--- config.mk ---
export PLATFORM = sky130hd
export DESIGN_NAME = aib_sr_frame_tx_flat
export DESIGN_NICKNAME = d
export VERILOG_FILES = /design/src/rtl/aib_sr_frame_tx_if.sv /design/src/rtl/aib_sr_frame_tx.sv /design/src/flat_wrapper.sv
export SDC_FILE = /design/constraint.sdc
export NUM_CORES = 1
export LEC_CHECK = 0
export ABC_AREA = 0
export BUFFER_PORTS_ARGS = -buffer_cell sky130_fd_sc_hd__buf_2
export CAP_MARGIN = 20
export CORE_MARGIN = 5
export CORE_UTILIZATION = 55
export DETAILED_ROUTE_END_ITERATION = 8
export PLACE_DENSITY = 0.76
export SLEW_MARGIN = 40
export SYNTH_ARGS = -nofsm -noshare
export SYNTH_HDL_FRONTEND = slang
export SYNTH_SLANG_ARGS = --single-unit
export TNS_END_PERCENT = 30
--- constraint.sdc ---
create_clock -name osc_clk -period 4.1 [get_ports osc_clk]
set_input_delay 0.82 -clock osc_clk [delete_from_list [all_inputs] [get_ports osc_clk]]
set_output_delay 0.82 -clock osc_clk [all_outputs]
set_load 0.05 [all_outputs]
--- src/rtl/aib_sr_frame_tx_if.sv ---
// Parallel word handshake between the status logic and the sideband frame transmitter.
interface aib_sr_frame_tx_if #(
  parameter int unsigned WIDTH = 81
) ();
  logic [WIDTH-1:0] sb_data;
  logic             sb_valid;
  logic             sb_ready;

  modport master (output sb_data, output sb_valid, input sb_ready);
  modport slave  (input sb_data, input sb_valid, output sb_ready);
endinterface

--- src/rtl/aib_sr_frame_tx.sv ---
// Sideband shift-register frame transmitter: sends a WIDTH-bit word MSB first,
// then a load strobe, repeating frames back to back (or with a fixed idle gap).
module aib_sr_frame_tx #(
  parameter int unsigned      WIDTH      = 81,
  parameter int unsigned      LOAD_CYC   = 1,
  parameter int unsigned      GAP_CYC    = 0,
  parameter logic [WIDTH-1:0] RESET_WORD = '0,
  parameter int unsigned      CNT_W      = 16
) (
  input  logic             osc_clk,
  input  logic             sr_rst,
  input  logic             sr_en,
  aib_sr_frame_tx_if.slave sb,
  output logic             sr_dout,
  output logic             sr_load,
  output logic             sr_clk_en,
  output logic             frame_done,
  output logic             busy,
  output logic [CNT_W-1:0] frame_cnt
);

  localparam int unsigned MAX_LG  = (LOAD_CYC > GAP_CYC) ? LOAD_CYC : GAP_CYC;
  localparam int unsigned MAX_CYC = (WIDTH > MAX_LG) ? WIDTH : MAX_LG;
  localparam int unsigned PH_W    = $clog2(MAX_CYC + 1);

  localparam logic [PH_W-1:0] LAST_BIT  = PH_W'(WIDTH - 1);
  localparam logic [PH_W-1:0] LAST_LOAD = PH_W'(LOAD_CYC - 1);
  localparam logic [PH_W-1:0] LAST_GAP  = (GAP_CYC == 0) ? '0 : PH_W'(GAP_CYC - 1);

  typedef enum logic [1:0] {IDLE, SHIFT, LOAD, GAP} state_t;

  state_t           state;
  logic [PH_W-1:0]  phase;
  logic [WIDTH-1:0] shreg;
  logic [WIDTH-1:0] held_word;

  logic             last_load_c;
  logic             last_gap_c;
  logic             frame_end_c;
  logic             launch_c;
  logic [PH_W-1:0]  next_phase_c;
  logic [WIDTH-1:0] word_c;

  // Frame boundary detection: a new frame may start from IDLE or on the final cycle of a frame.
  assign last_load_c  = (state == LOAD) && (phase == LAST_LOAD);
  assign last_gap_c   = (state == GAP) && (phase == LAST_GAP);
  assign frame_end_c  = (GAP_CYC == 0) ? last_load_c : last_gap_c;
  assign launch_c     = sr_en && ((state == IDLE) || frame_end_c);
  assign sb.sb_ready  = launch_c;
  assign next_phase_c = phase + 1'b1;
  assign word_c       = sb.sb_valid ? sb.sb_data : held_word;

  // Frame sequencer with registered serial outputs.
  always_ff @(posedge osc_clk) begin
    if (sr_rst) begin
      state      <= IDLE;
      phase      <= '0;
      shreg      <= '0;
      held_word  <= RESET_WORD;
      sr_dout    <= 1'b0;
      sr_load    <= 1'b0;
      sr_clk_en  <= 1'b0;
      frame_done <= 1'b0;
      busy       <= 1'b0;
      frame_cnt  <= '0;
    end else begin
      sr_dout    <= 1'b0;
      sr_load    <= 1'b0;
      sr_clk_en  <= 1'b0;
      frame_done <= 1'b0;
      if (launch_c) begin
        // Fresh word when offered, otherwise resend the last word held.
        state     <= SHIFT;
        phase     <= '0;
        shreg     <= {word_c[WIDTH-2:0], 1'b0};
        sr_dout   <= word_c[WIDTH-1];
        sr_clk_en <= 1'b1;
        busy      <= 1'b1;
        if (sb.sb_valid) begin
          held_word <= sb.sb_data;
        end
      end else begin
        case (state)
          IDLE: begin
            busy <= 1'b0;
          end
          SHIFT: begin
            busy      <= 1'b1;
            sr_clk_en <= 1'b1;
            if (phase == LAST_BIT) begin
              state   <= LOAD;
              phase   <= '0;
              sr_load <= 1'b1;
              if (LOAD_CYC == 1) begin
                frame_done <= 1'b1;
                frame_cnt  <= frame_cnt + 1'b1;
              end
            end else begin
              phase   <= next_phase_c;
              sr_dout <= shreg[WIDTH-1];
              shreg   <= {shreg[WIDTH-2:0], 1'b0};
            end
          end
          LOAD: begin
            if (phase == LAST_LOAD) begin
              phase <= '0;
              if (GAP_CYC == 0) begin
                state <= IDLE;
                busy  <= 1'b0;
              end else begin
                state <= GAP;
                busy  <= 1'b1;
              end
            end else begin
              phase     <= next_phase_c;
              busy      <= 1'b1;
              sr_load   <= 1'b1;
              sr_clk_en <= 1'b1;
              if (next_phase_c == LAST_LOAD) begin
                frame_done <= 1'b1;
                frame_cnt  <= frame_cnt + 1'b1;
              end
            end
          end
          GAP: begin
            if (phase == LAST_GAP) begin
              state <= IDLE;
              phase <= '0;
              busy  <= 1'b0;
            end else begin
              phase <= next_phase_c;
              busy  <= 1'b1;
            end
          end
          default: begin
            state <= IDLE;
            phase <= '0;
            busy  <= 1'b0;
          end
        endcase
      end
    end
  end

endmodule

--- src/flat_wrapper.sv ---
// flat-port wrapper written by rule: the top's interface ports become plain ports
module aib_sr_frame_tx_flat 
#(
  parameter int unsigned      WIDTH      = 81,
  parameter int unsigned      LOAD_CYC   = 1,
  parameter int unsigned      GAP_CYC    = 0,
  parameter logic [WIDTH-1:0] RESET_WORD = '0,
  parameter int unsigned      CNT_W      = 16
)
  (osc_clk, sr_rst, sr_en, sr_dout, sr_load, sr_clk_en, frame_done, busy, frame_cnt, sb_sb_data, sb_sb_valid, sb_sb_ready);
  aib_sr_frame_tx_if #(.WIDTH(WIDTH)) sb_i ();
  input  logic osc_clk;
  input  logic sr_rst;
  input  logic sr_en;
  output logic sr_dout;
  output logic sr_load;
  output logic sr_clk_en;
  output logic frame_done;
  output logic busy;
  output logic [CNT_W-1:0] frame_cnt;
  input wire logic [$bits(sb_i.sb_data)-1:0] sb_sb_data;
  input wire logic [$bits(sb_i.sb_valid)-1:0] sb_sb_valid;
  output wire logic [$bits(sb_i.sb_ready)-1:0] sb_sb_ready;
  assign sb_i.sb_data = sb_sb_data;
  assign sb_i.sb_valid = sb_sb_valid;
  assign sb_sb_ready = sb_i.sb_ready;
  aib_sr_frame_tx #(.WIDTH(WIDTH), .LOAD_CYC(LOAD_CYC), .GAP_CYC(GAP_CYC), .RESET_WORD(RESET_WORD), .CNT_W(CNT_W)) u_core (.osc_clk(osc_clk), .sr_rst(sr_rst), .sr_en(sr_en), .sb(sb_i), .sr_dout(sr_dout), .sr_load(sr_load), .sr_clk_en(sr_clk_en), .frame_done(frame_done), .busy(busy), .frame_cnt(frame_cnt));
endmodule
==> results.toml, run 1 <==
[global_routing]
grt_max_degree = 84
grt_pass1_vias = 7038
grt_pass1_wl_um = 33300
antenna_found_initial = 1
grt.total_usage = 0.219
overflow = 0

[clock_tree]
ctsRootBufferMaster = "clkbuf_16"
post_cts_buffers = 0
cts_tree = "yes"
clockBufferDepth = 2
ctsHoldBuffers = 0
htreeDepth = 4
clkLatencyLatePin_ns = 0.43
cts_resized = 0
clock_sinks = 191
clkTransAtPathRegs_ns = 0.07
cts_inserted_buffers = 17

[route]
wl_per_cell_um = 14.9
drcViolationCount = 0
dr_wl_met2_um = 9580
highest_layer = "met4"
viasPerCell = 5.63
wl_met1_um = 9180
firstDrtPassIters = 4
met3_length_um = 1010
first_iter_violations = 452
wirelength_um = 20200
num_vias = 7608
drt.antenna.violating_nets = 0

[floorplan]
core_mm2 = 0.0158
io_pins = 107
start_util = 0.558
die_area_mm2 = 0.0187
die_width_um = 137
die-height_um = 137
core.rowCount = 46

[placement]
routabilityCongestion = 0.800
io_buffers = 106
dpl-instance-area_mm2 = 0.00942
hpwlAfterDp_um = 12600

[worst_hold_path]
whs_path_depth = 2
worstHoldEndpoint = "u_core.held_word[71]$_SDFFE_PP0P_"
hold_path.startpoint = "u_core.held_word[71]$_SDFFE_PP0P_"
hold_path.class = "reg -> reg"

[sta]
fin_skew_ns = 0.0120
fin_hold_ws_ns = 0.451
max_freq_mhz = 322
fin_crit_ns = 3.10
setup_tns_ns = 0
setup_viol = 0
rsz0062_at_grt = "no"
final-max-slew-violation-count = 0
slew_headroom = 0.481
worst_pin_slew_ns = 0.779
min_period_over_period = 0.757
hold_viol = 0

[layout]
nets = 1216
final_cell_mix = "257 x nand2_1, 191 x dfxtp_1, 104 x buf_2"
fin_area_mm2 = 0.0100
area_growth_pct = 13.6
fillCellCount = 1384
mostFrequentLayoutCell = "nand2_1"
multi_input_area_mm2 = 0.00466
final-seq-area_mm2 = 0.00382
drive_above_1_share = 0.167

[logic_synthesis]
synth_area_mm2 = 0.00883
syn_avg_cell_area_um2 = 8.23
synth_flop_cell = "dfxtp_1"
synth_edf_count = 0
synth.net_count = 1167
yosys_warnings = 0
ys_types = 45
netlist_instances = 1073
async_reset_ff_frac = 0
ys_seq_elements = 191
seq_area_frac_synth = 0.433

[worst_setup_path]
critPathKind = "reg -> out"
r2r-start = "u_core.phase[1]$_SDFFE_PP0N_"
cp.arrival_ns = 2.28
r2r_end = "u_core.frame_cnt[15]$_SDFFE_PP0P_"
startpoint_type = "register"
r2r_cells = 6
required_ns = 3.28
cp-end-kind = "output port"
regToRegSetupSlack_ns = 1.30
cp_max_fo = 8

[power_and_ir_drop]
vdd_ir_drop_max_mv = 0.340
leakage_nw = 3.99
powerDensity_mw_per_mm2 = 471
totalPowerFinal_w = 0.00473

[outcome]
status = "finished clean"

[run]
drv_cap = 0
==> metal layers <==
layer,vias to the layer above,GRT usage
met5,-,0
li1,3849,-
met2,181,0.370
met3,29,0.0364
met1,3549,0.282
met4,0,0.0812
==> flip-flops by register name, summed over array words and instances, names as in the netlist, 2 cells and up <==
name / cells
u_core.held_word: 81
u_core.frame_cnt: 16
u_core.phase: 7
u_core.state: 2
u_core.shreg: 80
==> power breakdown <==
group / internal [W] / switching [W]
combinational: 0.000331 / 0.000589
clock: 0.000917 / 0.000701
sequential: 0.00207 / 0.000113
==> cell families (layout without fill, tap and decap cells) <==
family,count (synthesis),count (layout),share of synthesized area
AND/OR/NAND/NOR,461,461,0.227
AO/OA/AOI/OAI,256,256,0.213
flip-flops,191,191,0.433
buffers and inverters,97,158,0.0445
multiplexers,59,59,0.0692
adder cells (fa/ha/maj),9,9,0.0128
other,0,1,0
==> synth_stat cells, types with 3 or more instances <==
cell,instances,area share
dfxtp_1,191,0.43
a21oi_1,55,0.031
nor2_1,103,0.044
a2111oi_2,5,0.0085
buf_1,10,0.0043
mux2_2,14,0.018
and2_1,3,0.0021
nand4_1,5,0.0035
inv_1,7,0.0030
and3_1,5,0.0035
a311oi_1,43,0.043
a21o_1,42,0.036
buf_2,8,0.0045
nand2b_1,4,0.0028
o21ai_0,6,0.0034
nor2b_1,55,0.039
mux2i_1,43,0.049
a2111oi_0,5,0.0050
a211oi_1,42,0.036
ha_1,9,0.013
and4_1,3,0.0030
a21boi_0,3,0.0026
clkbuf_1,69,0.029
nand2_1,258,0.11
nand3_1,14,0.0079
a31oi_1,44,0.031
==> critical path, cell delays in order, from the launching register on <==
cell     delay, ns
dfxtp_1       0.37
inv_1         0.11
ha_1          0.18
nor4b_4       0.47
a31o_2        0.31
nand2_4       0.07
inv_2         0.08
buf_2         0.27
==> through the flow <==
stage | worst slack (ns) | cells | util
after floorplan | 1.12 | 1073 | -
after global placement | 1.26 | 1318 | 0.595
after detailed placement | 1.34 | 1318 | 0.595
after CTS | 0.981 | 1349 | 0.631
after global routing | 0.859 | 1351 | 0.634
final | 0.997 | 1351 | 0.634
==> worst max path at each step <==
stage / cells past startpoint / slack [ns] / end / start
after floorplan: 8 / 1.12 / sb_sb_ready / u_core.phase[0]$_SDFFE_PP0N_
after global placement: 8 / 1.26 / u_core.shreg[43]$_SDFFE_PP0P_ / u_core.state[0]$_SDFFE_PP0P_
after detailed placement: 6 / 1.34 / u_core.frame_cnt[15]$_SDFFE_PP0P_ / u_core.phase[1]$_SDFFE_PP0N_
after CTS: 7 / 0.98 / sb_sb_ready / u_core.phase[0]$_SDFFE_PP0N_
after global routing: 7 / 0.86 / sb_sb_ready / u_core.phase[0]$_SDFFE_PP0N_
final: 7 / 1.0 / sb_sb_ready / u_core.phase[0]$_SDFFE_PP0N_
==> area by class of cell <==
cell class | count | share of cell area
multi-input cells | 785 | 0.464
well taps | 216 | 0.0269
clock inverters | 8 | 0.00786
repair buffers | 120 | 0.0671
flip-flops and latches | 191 | 0.381
inverters | 7 | 0.00262
diodes | 1 | 0.000249
clock buffers | 23 | 0.0496
(Power assumes the default switching activity.)
==> inputs of run 2 (changes only) <==
- ABC_AREA: 0 -> 1
- clock period: 4.1 -> 3.1 ns (I/O delays scaled with it)
==> run 2 against run 1 <==
  * First-iteration DRC count is 18% higher
  * Hold slack better by 0.020 ns
  * Cell count is 8.3% higher
  * Total power is 48% higher
  * Routed wire length is 2.6% higher
  * Synthesized cell count is 12% higher
  * Die area is 3.0% lower
  * Sequential share of layout area is 1.2 points higher
  * Sequential cell count stayed put
  * Non-clock buffer count is 2 higher
  * Critical path depth is 2 higher
  * Count of clock-buffer cells in the layout is 5 lower
==> results.toml, run 2 <==
[global_routing]
antenna_found_initial = 0
grt.total_usage = 0.227
grt_pass1_wl_um = 33900
grt_max_degree = 85
grt_pass1_vias = 7368
overflow = 0

[worst_setup_path]
startpoint_type = "register"
cp.arrival_ns = 2.06
critPathMaxStageDelay_ns = 0.36
cp_max_fo = 25
critPathKind = "reg -> out"
cp_cell_sequence = "inv_1, ha_1, nand2_2, nor2_4, nand3_2, nand2_2, nand2_4, inv_2, buf_2"
crit_buf_inv = 3
cp-end-kind = "output port"
slowest_stage = "dfxtp_1"
cp_top_family = "simple AND/OR/NAND/NOR gates"
required_ns = 2.48
cpMostUsedCell = "nand2_2"

[clock_tree]
cts_resized = 0
ctsHoldBuffers = 0
post_cts_buffers = 0
cts_inserted_buffers = 17
clock_sinks = 191
clkTransAtPathRegs_ns = 0.07
clockBufferDepth = 2
ctsRootBufferMaster = "clkbuf_16"
cts_tree = "yes"
htreeDepth = 4
clkLatencyLatePin_ns = 0.44

[power_and_ir_drop]
vdd_ir_drop_max_mv = 0.429
powerDensity_mw_per_mm2 = 721
leakage_nw = 4.15

[placement]
hpwlAfterDp_um = 13300
routabilityCongestion = 0.866
io_buffers = 106

[logic_synthesis]
synth.net_count = 1297
async_reset_ff_frac = 0
synthTopCellsByArea = "dfxtp_1 45%, nand2_1 16%, o21ai_0 7.3%, inv_1 6.7%, o22ai_1 4.0%"
netlist_instances = 1203
syn_avg_cell_area_um2 = 7.10
ys_types = 36
ys_seq_elements = 191
synth_flop_cell = "dfxtp_1"
ys_top_cells_by_count = "369 x nand2_1, 191 x dfxtp_1, 153 x inv_1, 125 x o21ai_0, 54 x o22ai_1"
synth_area_mm2 = 0.00854
yosys.area.top_type = "dfxtp_1"
yosysTopAreaCellShare = 0.448
synth_most_common_cell = "nand2_1"
seq_area_frac_synth = 0.448
synth_edf_count = 0
yosys_warnings = 0

[sta]
max_freq_mhz = 373
setup_tns_ns = 0
min_period_over_period = 0.864
setup_viol = 0
slew_headroom = 0.479
rsz0062_at_grt = "no"
fin_crit_ns = 2.68
fin_skew_ns = 0.00878
fin_hold_ws_ns = 0.471
final-max-slew-violation-count = 0
worst_pin_slew_ns = 0.782
hold_viol = 0

[route]
wirelength_um = 20700
drcViolationCount = 0
wl_per_cell_um = 14.2
viasPerCell = 5.40
num_vias = 7900
drt.antenna.violating_nets = 0
first_iter_violations = 533
firstDrtPassIters = 5

[floorplan]
io_pins = 107
start_util = 0.562
core_mm2 = 0.0152
die-height_um = 135
die_width_um = 135
core.rowCount = 45
die_area_mm2 = 0.0181

[layout]
largest-register = "u_core.held_word"
top_regs = "u_core.held_word (81), u_core.shreg (80), u_core.frame_cnt (16)"
mostFrequentLayoutCell = "nand2_1"
largest_reg_flops = 81
nets = 1356
diodes = 0
final_cell_mix = "368 x nand2_1, 191 x dfxtp_1, 152 x inv_1"
area_growth_pct = 14.0
drive_above_1_share = 0.135

[run]
drv_cap = 0

[outcome]
status = "finished clean"

[worst_hold_path]
hold_path.class = "reg -> reg"
[run 2: layer usage]
metal	GRT usage	part of all wire	vias to the layer above
li1	-	-	4055
met1	0.277	0.44	3647
met2	0.395	0.49	162
met3	0.0440	0.043	36
met4	0.0933	0.024	0
met5	0	0	-
[run 2: tightest hold or removal path: cells and delay by family (launching register included)]
kind               cells  cell delay [ns]
and+or+nand+nor        1             0.05
AOI/OAI and AO/OA      1             0.06
DFF                    1             0.31
[run 2: where the power goes]
group          switching (W)  internal, W
Combinational        0.00117     0.000489
Sequential          0.000160      0.00281
Clock               0.000953      0.00143
[run 2: cell families (layout without fill, tap and decap cells)]
group / after synthesis / count (layout) / synth area share
AND/OR/NAND/NOR: 491 / 491 / 0.237
AO/OA/AOI/OAI: 269 / 269 / 0.186
buffers and inverters: 242 / 314 / 0.115
flip-flops: 191 / 191 / 0.448
adder cells (fa/ha/maj): 9 / 9 / 0.0132
XOR/XNOR: 1 / 1 / 0.00103
[run 2: stage by stage]
stage                     setup WS [ns]  utilization  instance area (µm²)  power (W)  cells
after floorplan                    1.00            -                 8540    0.00424   1203
after global placement            0.700        0.598                 9090    0.00463   1431
after detailed placement          0.654        0.598                 9090    0.00467   1431
after CTS                         0.400        0.640                 9730    0.00705   1463
after global routing              0.281        0.640                 9730    0.00739   1463
final                             0.422        0.640                 9730    0.00702   1463
[run 2: final cells by class]
type	count	area, µm²
Clock buffer	18	429
Inverter	160	602
Multi-Input combinational cell	770	3740
Timing Repair Buffer	122	688
Tap cell	188	235
Clock inverter	14	215
Sequential cell	191	3820
Fill cell	1403	5470
[run 2: final timing paths]
kind,start,end,slack [ns],cells after the start
hold / removal,u_core.shreg[80]$_SDFFE_PP0P_,u_core.sr_dout$_SDFF_PP0_,0.47,2
setup / recovery,u_core.phase[0]$_SDFFE_PP0N_,sb_sb_ready,0.42,9
setup reg to reg,u_core.phase[0]$_SDFFE_PP0N_,u_core.held_word[11]$_SDFFE_PP0P_,0.61,11
hold reg to reg,u_core.shreg[80]$_SDFFE_PP0P_,u_core.sr_dout$_SDFF_PP0_,0.47,2
==> inputs of run 3 (changes only) <==
- REMOVE_ABC_BUFFERS: default -> 1
- SLEW_MARGIN: 40 -> 20
- TNS_END_PERCENT: 30 -> 1
==> run 3 against run 2 <==
  * Sequential cell count unchanged
  * Design area shrank 1.1%
  * Via count is 0.27% lower
  * Sequential power about the same
  * Clock power fell by 17%
  * Critical path depth unchanged
==> results.toml, run 3 (same netlist as run 2, synthesis figures left out) <==
[outcome]
status = "finished clean"

[global_routing]
antenna_found_initial = 0
overflow = 0
grt_max_degree = 111
grt.total_usage = 0.222
grt_pass1_wl_um = 33400
grt_pass1_vias = 7312

[worst_setup_path]
cp_max_fo = 24
crit_buf_inv = 3
startpoint = "u_core.phase[0]$_SDFFE_PP0N_"
cp_cell_sequence = "inv_1, ha_1, nand2_2, nor2_4, nand3_2, nand2_2, nand2_4, inv_2, buf_2"
cpMostUsedCell = "nand2_2"
cp_top_family = "simple AND/OR/NAND/NOR gates"
required_ns = 2.48
critPathMaxStageDelay_ns = 0.36
slowest_stage = "dfxtp_1"
cp-end-kind = "output port"
startpoint_type = "register"
cp.arrival_ns = 2.09
r2r-start = "u_core.phase[0]$_SDFFE_PP0N_"
critPathKind = "reg -> out"

[placement]
place_worst_setup_slack_ns = 0.687
hpwlAfterDp_um = 12200
io_buffers = 106
routabilityCongestion = 0.823

[floorplan]
die-height_um = 135
core.rowCount = 45
die_width_um = 135
core_mm2 = 0.0152
start_util = 0.562
io_pins = 107
die_area_mm2 = 0.0181

[layout]
drive_above_1_share = 0.132
final_cell_mix = "368 x nand2_1, 191 x dfxtp_1, 152 x inv_1"
largest-register = "u_core.held_word"
area_growth_pct = 12.7
utilization = 0.633
nets = 1353
diodes = 0
mostFrequentLayoutCell = "nand2_1"
largest_reg_flops = 81
top_regs = "u_core.held_word (81), u_core.shreg (80), u_core.frame_cnt (16)"

[clock_tree]
clkTransAtPathRegs_ns = 0.07
clockBufferDepth = 2
clock_sinks = 191
clkLatencyLatePin_ns = 0.43
cts_tree = "yes"
cts_resized = 0
htreeDepth = 4
ctsHoldBuffers = 0
cts_inserted_buffers = 17
ctsRootBufferMaster = "clkbuf_16"
post_cts_buffers = 0

[sta]
fin_crit_ns = 2.71
worst_pin_slew_ns = 0.802
setup_viol = 0
hold_viol = 0
setup_tns_ns = 0
fin_skew_ns = 0.00630
max_freq_mhz = 369
fin_ws_ns = 0.391
rsz0062_at_grt = "no"
min_period_over_period = 0.874
slew_headroom = 0.465
final-max-slew-violation-count = 0

[worst_hold_path]
hold_path.startpoint = "u_core.held_word[74]$_SDFFE_PP0P_"
hold_path.class = "reg -> reg"

[route]
first_iter_violations = 553
firstDrtPassIters = 5
num_vias = 7879
viasPerCell = 5.40
wirelength_um = 20000
drcViolationCount = 0
wl_per_cell_um = 13.7
drt.antenna.violating_nets = 0

[power_and_ir_drop]
vdd_ir_drop_max_mv = 0.507
leakage_nw = 4.11
powerDensity_mw_per_mm2 = 687
totalPowerFinal_w = 0.00661

[run]
drv_cap = 0
[run 3: layout make-up]
| cell class | instances | area, µm² |
|---|---|---|
| clock buffers | 22 | 464 |
| fillers | 1379 | 5580 |
| flip-flops and latches | 191 | 3820 |
| repair buffers | 119 | 691 |
| inverters | 160 | 602 |
| well taps | 188 | 235 |
| clock inverters | 10 | 62.6 |
| multi-input cells | 770 | 3740 |
[run 3: where the power goes]
group	internal, W	switching [W]
Combinational	0.000486	0.00118
Sequential	0.00281	0.000155
Clock	0.00106	0.000919
Total	0.00436	0.00225
[run 3: path summary, 6_finish.rpt]
| kind | to | slack, ns | cells past startpoint |
|---|---|---|---|
| setup / recovery | sb_sb_ready | 0.39 | 9 |
| hold / removal | u_core.held_word[74]$_SDFFE_PP0P_ | 0.46 | 2 |
| setup reg to reg | u_core.shreg[50]$_SDFFE_PP0P_ | 0.65 | 14 |
| hold reg to reg | u_core.held_word[74]$_SDFFE_PP0P_ | 0.46 | 2 |
[run 3: metrics by stage]
| step | hold WS (ns) | instances | area (µm²) |
|---|---|---|---|
| 2_1_floorplan | 0.440 | 1121 | 8160 |
| 3_3_place_gp | 0.451 | 1428 | 9090 |
| 3_5_place_dp | 0.457 | 1428 | 9090 |
| 4_1_cts | 0.467 | 1460 | 9620 |
| 5_1_grt | 0.491 | 1460 | 9620 |
| 6_report | 0.464 | 1460 | 9620 |
[run 3: worst reg2reg max path, stage by stage, from the launching register on]
cell and delay [ns]:
dfxtp_1 0.42, inv_1 0.09, ha_1 0.21, nand2_2 0.09, nor2_4 0.04, nand3_2 0.09
nand2_2 0.06, nand2_4 0.26, nand2_4 0.26, inv_2 0.32, buf_12 0.24, nand2_1 0.07
o21ai_0 0.09, nand2_1 0.08, nand2_1 0.07
[run 3: routing by layer]
layer / wire [µm] / track usage / part of all wire / vias to the layer above
li1: - / - / - / 4053
met5: 0 / 0 / 0 / -
met4: 279 / 0.0713 / 0.014 / 0
met1: 9200 / 0.281 / 0.46 / 3608
met2: 9380 / 0.383 / 0.47 / 194
met3: 1120 / 0.0436 / 0.056 / 24
